<file path="src/rtl/trace_pkg.sv">
// Shared definitions for the pipeline trace buffer.
//   trace_state_t : capture FSM states, encoded as reported on Out_State
//   CH_*          : channel index of each observed pipeline word inside a sample
package trace_pkg;

  typedef enum logic [1:0] {
    ST_IDLE  = 2'd0,
    ST_ARMED = 2'd1,
    ST_POST  = 2'd2,
    ST_DONE  = 2'd3
  } trace_state_t;

  localparam int unsigned CH_PC    = 0;
  localparam int unsigned CH_INSTR = 1;
  localparam int unsigned CH_ALU   = 2;
  localparam int unsigned CH_MEM   = 3;

endpackage

</file>
<file path="src/rtl/trace_ram.sv">
// Simple dual-port sample store: one write port, one synchronous read port.
//   clk    : clock, rising edge
//   wr_en  : write wdata at waddr
//   waddr  : write address
//   wdata  : write data
//   raddr  : read address, captured every cycle
//   rdata  : read data, valid one cycle after raddr
module trace_ram #(
  parameter int unsigned DEPTH = 16,
  parameter int unsigned WIDTH = 128,
  localparam int unsigned AW   = $clog2(DEPTH)
) (
  input  logic             clk,
  input  logic             wr_en,
  input  logic [AW-1:0]    waddr,
  input  logic [WIDTH-1:0] wdata,
  input  logic [AW-1:0]    raddr,
  output logic [WIDTH-1:0] rdata
);

  logic [WIDTH-1:0] mem [DEPTH];

  always_ff @(posedge clk) begin
    if (wr_en) begin
      mem[waddr] <= wdata;
    end
    rdata <= mem[raddr];
  end

endmodule

</file>
<file path="src/rtl/pipeline_trace_buffer.sv">
// On-chip trace capture for the MIPS pipeline observation ports.
// Samples CHANNELS words per valid cycle into a DEPTH-entry circular buffer,
// triggers on a PC match (channel 0), records POST_DEPTH further samples and
// then freezes for handshake readout.
//   Clk, Rst_n     : clock; synchronous active-low reset
//   In_Arm         : clear buffer and start capture (ARMED)
//   In_Valid       : sample strobe
//   In_Data        : packed sample, channel k at [k*DATA_W +: DATA_W]
//   In_TrigEn      : enable PC-match trigger
//   In_TrigPC      : trigger PC
//   In_RdEn        : read request, honoured only in DONE
//   In_RdAddr      : read index, 0 = oldest stored sample
//   Out_RdData     : read data (0 for indices beyond Out_Count)
//   Out_RdValid    : Out_RdData valid, one cycle after an honoured In_RdEn
//   Out_State      : 0 IDLE, 1 ARMED, 2 POST, 3 DONE
//   Out_Count      : stored samples, saturating at DEPTH
//   Out_Wrapped    : buffer has wrapped since arm
//   Out_Triggered  : trigger sample seen since arm
module pipeline_trace_buffer
  import trace_pkg::*;
#(
  parameter int unsigned DATA_W     = 32,
  parameter int unsigned CHANNELS   = 4,
  parameter int unsigned DEPTH      = 16,
  parameter int unsigned POST_DEPTH = 8,
  localparam int unsigned AW        = $clog2(DEPTH)
) (
  input  logic                       Clk,
  input  logic                       Rst_n,
  input  logic                       In_Arm,
  input  logic                       In_Valid,
  input  logic [CHANNELS*DATA_W-1:0] In_Data,
  input  logic                       In_TrigEn,
  input  logic [DATA_W-1:0]          In_TrigPC,
  input  logic                       In_RdEn,
  input  logic [AW-1:0]              In_RdAddr,
  output logic [CHANNELS*DATA_W-1:0] Out_RdData,
  output logic                       Out_RdValid,
  output logic [1:0]                 Out_State,
  output logic [AW:0]                Out_Count,
  output logic                       Out_Wrapped,
  output logic                       Out_Triggered
);

  localparam int unsigned W         = CHANNELS * DATA_W;
  localparam logic [AW:0]   DEPTH_CNT = (AW+1)'(DEPTH);
  localparam logic [AW:0]   POST_LAST = (AW+1)'(POST_DEPTH);
  localparam logic [AW-1:0] PTR_LAST  = AW'(DEPTH - 1);

  trace_state_t state_q, state_d;
  logic [AW-1:0] wr_ptr_q;
  logic [AW:0]   count_q;
  logic [AW:0]   post_cnt_q;
  logic [AW:0]   post_cnt_inc;
  logic          wrapped_q;
  logic          triggered_q;
  logic          rd_valid_q;
  logic          rd_zero_q;

  logic          wr_en;
  logic          trig;
  logic          pc_match;
  logic          rd_ok;
  logic [AW-1:0] oldest;
  logic [AW-1:0] raddr;
  logic [W-1:0]  ram_q;

  assign pc_match     = In_TrigEn && (In_Data[CH_PC*DATA_W +: DATA_W] == In_TrigPC);
  assign post_cnt_inc = post_cnt_q + (AW+1)'(1);
  assign oldest       = wrapped_q ? wr_ptr_q : '0;
  // Logical index is rotated onto the physical slot so 0 is always the oldest sample.
  assign raddr        = oldest + In_RdAddr;
  assign rd_ok        = (state_q == ST_DONE) && In_RdEn && !In_Arm;

  always_comb begin
    state_d = state_q;
    wr_en   = 1'b0;
    trig    = 1'b0;
    if (In_Arm) begin
      state_d = ST_ARMED;
    end else begin
      case (state_q)
        ST_ARMED: begin
          if (In_Valid) begin
            wr_en = 1'b1;
            if (pc_match) begin
              trig    = 1'b1;
              state_d = (POST_DEPTH == 0) ? ST_DONE : ST_POST;
            end
          end
        end
        ST_POST: begin
          if (In_Valid) begin
            wr_en = 1'b1;
            if (post_cnt_inc == POST_LAST) begin
              state_d = ST_DONE;
            end
          end
        end
        default: ;
      endcase
    end
  end

  always_ff @(posedge Clk) begin
    if (!Rst_n) begin
      state_q     <= ST_IDLE;
      wr_ptr_q    <= '0;
      count_q     <= '0;
      post_cnt_q  <= '0;
      wrapped_q   <= 1'b0;
      triggered_q <= 1'b0;
      rd_valid_q  <= 1'b0;
      rd_zero_q   <= 1'b1;
    end else begin
      state_q    <= state_d;
      rd_valid_q <= rd_ok;
      // Output data is forced to zero when idle or out of range, so the
      // un-reset RAM output never leaks onto Out_RdData.
      rd_zero_q  <= !rd_ok || ({1'b0, In_RdAddr} >= count_q);
      if (In_Arm) begin
        wr_ptr_q    <= '0;
        count_q     <= '0;
        post_cnt_q  <= '0;
        wrapped_q   <= 1'b0;
        triggered_q <= 1'b0;
      end else begin
        if (wr_en) begin
          wr_ptr_q <= wr_ptr_q + AW'(1);
          if (count_q != DEPTH_CNT) begin
            count_q <= count_q + (AW+1)'(1);
          end
          if (wr_ptr_q == PTR_LAST) begin
            wrapped_q <= 1'b1;
          end
        end
        if (trig) begin
          triggered_q <= 1'b1;
          post_cnt_q  <= '0;
        end else if (wr_en && (state_q == ST_POST)) begin
          post_cnt_q <= post_cnt_inc;
        end
      end
    end
  end

  trace_ram #(
    .DEPTH (DEPTH),
    .WIDTH (W)
  ) u_ram (
    .clk   (Clk),
    .wr_en (wr_en && Rst_n),
    .waddr (wr_ptr_q),
    .wdata (In_Data),
    .raddr (raddr),
    .rdata (ram_q)
  );

  assign Out_RdData    = rd_zero_q ? '0 : ram_q;
  assign Out_RdValid   = rd_valid_q;
  assign Out_State     = state_q;
  assign Out_Count     = count_q;
  assign Out_Wrapped   = wrapped_q;
  assign Out_Triggered = triggered_q;

endmodule

</file>
<file path="config.mk">
export PLATFORM = sky130hd
export DESIGN_NAME = pipeline_trace_buffer
export DESIGN_NICKNAME = d
export VERILOG_FILES = /design/src/rtl/trace_pkg.sv /design/src/rtl/trace_ram.sv /design/src/rtl/pipeline_trace_buffer.sv
export SDC_FILE = /design/constraint.sdc
export NUM_CORES = 2
export LEC_CHECK = 0
export CORE_MARGIN = 5
export CORE_UTILIZATION = 50
export CTS_CLUSTER_DIAMETER = 50
export CTS_CLUSTER_SIZE = 8
export DETAILED_ROUTE_END_ITERATION = 10
export HOLD_SLACK_MARGIN = 0.1
export PLACE_DENSITY = 0.64
export SLEW_MARGIN = 40
export SYNTH_ARGS = -nofsm -noshare
export SYNTH_HDL_FRONTEND = slang
export SYNTH_SLANG_ARGS = --single-unit
</file>
<file path="constraint.sdc">
create_clock -name Clk -period 32.9 [get_ports Clk]
set_input_delay 3.29 -clock Clk [delete_from_list [all_inputs] [get_ports Clk]]
set_output_delay 3.29 -clock Clk [all_outputs]
set_load 0.02 [all_outputs]
</file>
After elaboration in Yosys (flattened, before gate mapping)
Memory sizes are Yosys's and may differ from the RTL's. A register that Yosys moved wholly into a read port is not among the register bits.
Index checks and enable logic that the tools add are counted.
- register bits after elaboration: 20
- RAM bits: 2048
- word-level logic and storage cells: 65
- memories: 1
- memory list (name ; depth ; width ; read ports ; clocked after Yosys merged registers in ; wr ports ; RTL line ; source):
    u_ram.mem ; 16 ; 128 ; 1 ; 1 ; 1 ; trace_ram.sv:21 ; logic [WIDTH-1:0] mem [DEPTH];
- add/sub/neg operators: 4
- magnitude comparators: 1
- equality and inequality tests: 15
- muxes and demuxes: 17
- bitwise gates (word level): 1
- reductions and logical operators: 17
- operator list (operator ; number):
    128-bit two-way mux ; 1
    32-bit equality test ; 1
    3-bit != test, second input constant ; 4
    5-bit by 1-bit adder with 5-bit output, second input constant ; 2
    1-bit two-way mux ; 10
    5-bit AND reduction ; 2
    2-bit two-way mux ; 4
    2-bit != test, second input constant ; 4
    5-bit by 4-bit equality test with 1-bit output, second input constant ; 1
    4-bit by 5-bit >= comparator with 1-bit output ; 1
    1-bit logical AND ; 5
    5-bit != test, second input constant ; 1
    4-bit by 1-bit adder with 4-bit output, second input constant ; 1
    4-bit adder ; 1
    2-bit equality test, second input constant ; 2
    4-bit equality test, second input constant ; 1
    4-bit two-way mux ; 1
    2-bit one-hot mux with 2 select lines ; 1
    2-bit AND reduction ; 2
    2-bit OR reduction ; 2
    3-bit nonzero test ; 1
    3-bit OR reduction ; 1
    2-bit by 1-bit equality test with 1-bit output, second input constant ; 1
    1-bit logical NOT ; 2
    other kinds (3) ; 3

Depth between registers and ports, before layout
- word-level depth: 7
- mapped depth: 11
- mapped depth without buffers: 8

By module
From an unflattened synthesis, not the netlist that was laid out.
- cells, all modules: 3677
- area total of the unflattened synthesis: 81942.3 µm²
- modules (own cells, without submodules) (module ; times used ; cells an instance ; area each (µm²) ; sequential area each (µm²)):
    trace_ram ; 1 ; 3354 ; 79483.7 ; 64061.4
    pipeline_trace_buffer ; 1 ; 323 ; 2458.6 ; 400.4

Least setup slack after synthesis
OpenSTA, ideal clock, no wires.
- path type: input -> register
- from: in In_Arm
- to: mem u_ram.mem[0][0] (enable)
- arrival time: 12.433 ns
- required time: 32.127 ns
- setup slack: 19.694 ns
- stages on the path: 5
- cells stage by stage: inv_1 -> nand2_1 -> nor2_1 -> nand2_1 -> nor3_1
- longest elaborated chain between the ends: 4
- RTL lines (element ; RTL line ; source):
    start: declaration ; pipeline_trace_buffer.sv:30 ; input logic In_Arm,
    1-bit two-way mux ; pipeline_trace_buffer.sv:79 ; if (In_Arm) begin
    1-bit logical AND ; pipeline_trace_buffer.sv:152 ; .wr_en (wr_en && Rst_n),
    1-bit two-way mux ; trace_ram.sv:24 ; if (wr_en) begin
    1-bit two-way mux (not written as such) ; trace_ram.sv:25 ; mem[waddr] <= wdata;
    end: declaration ; trace_ram.sv:21 ;
No other way between the ends.

Worst setup path after layout
- from: in In_RdAddr[0]
- to: reg u_ram.rdata[89] (read register of u_ram.mem)
- longest elaborated chain between the ends: 1
- RTL lines (element ; RTL line ; source):
    start: declaration ; pipeline_trace_buffer.sv:36 ; input logic [AW-1:0] In_RdAddr,
    4-bit adder ; pipeline_trace_buffer.sv:72 ; assign raddr = oldest + In_RdAddr;
    end: declaration ; trace_ram.sv:18 ; output logic [WIDTH-1:0] rdata
No other way between the ends.
A chain may end at the register's enable or synchronous reset.

==> metrics.md <==
| Metric | Value |
|---|---|
| Outcome | complete, no violations |
| NumNets Final | roughly 4700 |
| IO Pins | ~310 |
| DRT antenna net count | 0 |
| Place WS | 24.33 ns |
| Mapped cell area | roughly 0.083 mm2 |
| Crit path to | u_ram.rdata[89] |
| Post-synthesis register bit count | about 2200 |
| R2R setup slack | ~28 ns |
| Final core utilization | 0.595 |
| Layout Skew | approximately 0.039 ns |
| Setup-failing EPs final | 0 |
| Avg Inst Size Synth | just over 20 um2 |
| Vias in the first global route | about 43000 |
| All-layer global routing usage | 0.229 |
| R2R Path Start | wr_ptr_q[0] |
| Worst vdd ir | ~0.057 mV |
| Share of the yosys chip area belonging to registers | 0.779 |
| R2r endpoint | u_ram.rdata[89] |
| Final hold violations | 0 |
| Worst Path Required | about 34 ns |
| Drt total wl | 199000 um |
| Residual DRC | 0 |
| DR iter-0 viols | between 3000 and 4000 |
| Min Tclk post-route | ~7.4 ns |
| Post-DP Area | between 0.08 and 0.09 mm2 |
| Fmax | roughly 140 MHz |
| Root buffer cell | clkbuf_16 |
| Largest net degree at the start of global routing | 126 |
| Die X | between 400 and 500 um |
| Final Instance Area | roughly 0.1 mm2 |
| Kind of critical path | in2reg |
| # rows | roughly 150 |
| Synth Instances | roughly 4000 |
| Area taken by flip-flops and latches | between 0.06 and 0.07 mm2 |
| Setup_tns | 0 ns |
| YS warnings | 0 |
| Clk buf depth | 4 |
| Multi-input combinational cell area | about 0.017 mm2 |
| Critical Path Sink Type | flop |
| RSZ-0062 raised after global routing | no |
| Htree depth | 5 |
| CP Data Arrival Time | just over 8 ns |
| Placed cells | approximately 6400 |
| Worst-Skew Late Latency | approximately 0.88 ns |
| DIE AREA | approximately 0.17 mm2 |
| Slew Limit Fails | 0 |
| Vias per cell | about 6 |
| Total gr overflow | 0 |
| Area share of the largest cell type after synthesis | 0.743 |
| CTS sink cnt | around 2200 |
| Syn Nets | around 4200 |
| TritonCTS clock tree | done |
| Top FF cell, synth | edfxtp_1 |
| Share of cells above drive strength 1 | 0.206 |
| Core area | 0.165 mm2 |
| Starting Density | 0.502 |
| Fraction of registers with async set/reset | 0 |
| Startpoint types | input port |
| Crit path max fanout | 120 |
| Max-cap violations | 0 |
| Most common cell in the netlist | edfxtp_1 |
| Total power divided by cell area | 64.5 mW/mm2 |
| Area growth, synth to finish | 18.5% |
| Drt pass-1 iters | 5 |
| Synth cell count leaders | 2048 x edfxtp_1, 528 x nand2_1, 512 x mux4_2, 148 x dfxtp_1, 130 x and3_1 |
| Post-CTS Repair Setup Buffers | 0 |
| CTS Hold Bufs | 0 |
| Post-CTS sizing | 0 |
| Leak pwr | 31.7 nW |
| Largest cells by area after synthesis | edfxtp_1 74%, mux4_2 14%, dfxtp_1 3.6% |
| Synth area leader | edfxtp_1 |
| WL/cell | around 29 um |
| Fillcell total | ~12000 |
| Routability congestion estimate | about 0.73 |
| Reg2reg path depth | 11 |
| Critical Path Source | In_RdAddr[0] |
| Vert. Die Dim | around 420 um |
| Buffers on Ports | 307 |
| First-pass GRT wire length | 291000 um |
| Final worst setup slack | between 20 and 30 ns |
| Unique masters post-synth | 35 |
| Worst slew pin tran | approximately 0.9 ns |
| Hold Crit Class | reg2reg |
| EDFF count, synth | around 2000 |
| Final cycle utilization of the critical path | 0.224 |
| Routed via count | about 41000 |
| Cell Count, Final, Fillers Out | approximately 6900 |
| Detailed placer's ending HPWL | a little under 100000 um |
| Hold Path Origin | Out_Triggered |
| Rel. slew slack | 0.403 |
| Total CTS buffers | approximately 330 |
| Initial antenna violation count | 21 |
| Worst-path clk slew | roughly 0.05 ns |
[stage by stage]
stage | power [W] | hold slack, ns
3_5_place_dp | 0.00338 | 0.469
2_1_floorplan | 0.00327 | 0.494
5_1_grt | 0.00652 | 0.506
4_1_cts | 0.00638 | 0.479
3_3_place_gp | 0.00337 | 0.458
6_report | 0.00632 | 0.486
[how the worst min path moves through the flow]
stage               endpoint  slack (ns)  cells after the start
4_1_cts        Out_Triggered        0.48                      2
3_5_place_dp   Out_Triggered        0.47                      2
3_3_place_gp   Out_Triggered        0.46                      2
6_report       Out_Triggered        0.49                      2
5_1_grt        Out_Triggered        0.51                      2
2_1_floorplan    wr_ptr_q[1]        0.49                      2
[state kept, by name, summed over array words and instances, names as in the netlist]
signal	count
Out_Count	5
Out_RdValid	1
Out_State	2
Out_Triggered	1
Out_Wrapped	1
post_cnt_q	5
rd_zero_q	1
u_ram.mem	2048
u_ram.rdata	128
wr_ptr_q	4
[power breakdown]
group / total (W) / switching (W) / internal (W)
sequential: 0.00309 / 0.0000101 / 0.00308
clock: 0.00300 / 0.00111 / 0.00189
combinational: 0.000234 / 0.000131 / 0.000102
[per-layer routing]
layer	vias to the layer above	global-route usage	wire length (um)	share of wire
met2	1438	0.391	102000	0.51
met3	347	0.0376	11700	0.059
met4	12	0.0709	5140	0.026
met1	21900	0.305	80300	0.40
li1	17200	-	-	-
met5	-	0	80	0.00040
[layout make-up]
class	count	area share
Sequential cell	2196	0.658
Clock buffer	533	0.0931
Multi-Input combinational cell	1577	0.176
Timing Repair Buffer	399	0.0431
Inverter	14	0.000536
Clock inverter	10	0.00148
Tap cell	2189	0.0279
Antenna cell	11	0.000281
[cells by family after synthesis]
| family | synth area share |
|---|---|
| adder cells (fa/ha/maj) | 0.00296 |
| buffers and inverters | 0.0148 |
| multiplexers | 0.140 |
| AO/OA/AOI/OAI | 0.0109 |
| AND/OR/NAND/NOR | 0.0475 |
| XOR/XNOR | 0.00508 |
| flip-flops | 0.779 |
[cells in the final DEF (no fill, tap or decap), drive strengths merged]
cell / instances
and3: 130
a311oi: 1
mux4: 512
clkinvlp: 1
clkdlybuf4s50: 307
o211ai: 1
nand2b: 4
a21o: 4
nor3: 5
ha: 18
buf: 92
diode: 11
nor2b: 129
mux2i: 3
bufinv: 3
edfxtp: 2048
clkinv: 2
o31ai: 1
xnor2: 11
o22ai: 1
nand2: 528
nor2: 34
nor4: 8
and2: 3
dfxtp: 148
fa: 1
or4b: 1
a31oi: 129
nand4: 7
o21ai: 1
nand3: 2
inv: 18
xor2: 37
clkbuf: 533
a21oi: 6
[worst max-delay path, cell delays in order]
cell             delay [ns]
clkdlybuf4s50_1        0.55
ha_4                   0.15
inv_1                  0.05
fa_4                   1.28
buf_6                  0.57
buf_12                 0.62
buf_6                  0.62
mux4_2                 0.41
nand2_1                0.07
and3_1                 0.18
a31oi_1                0.05
No activity file was read; power rests on OpenSTA's default activity.
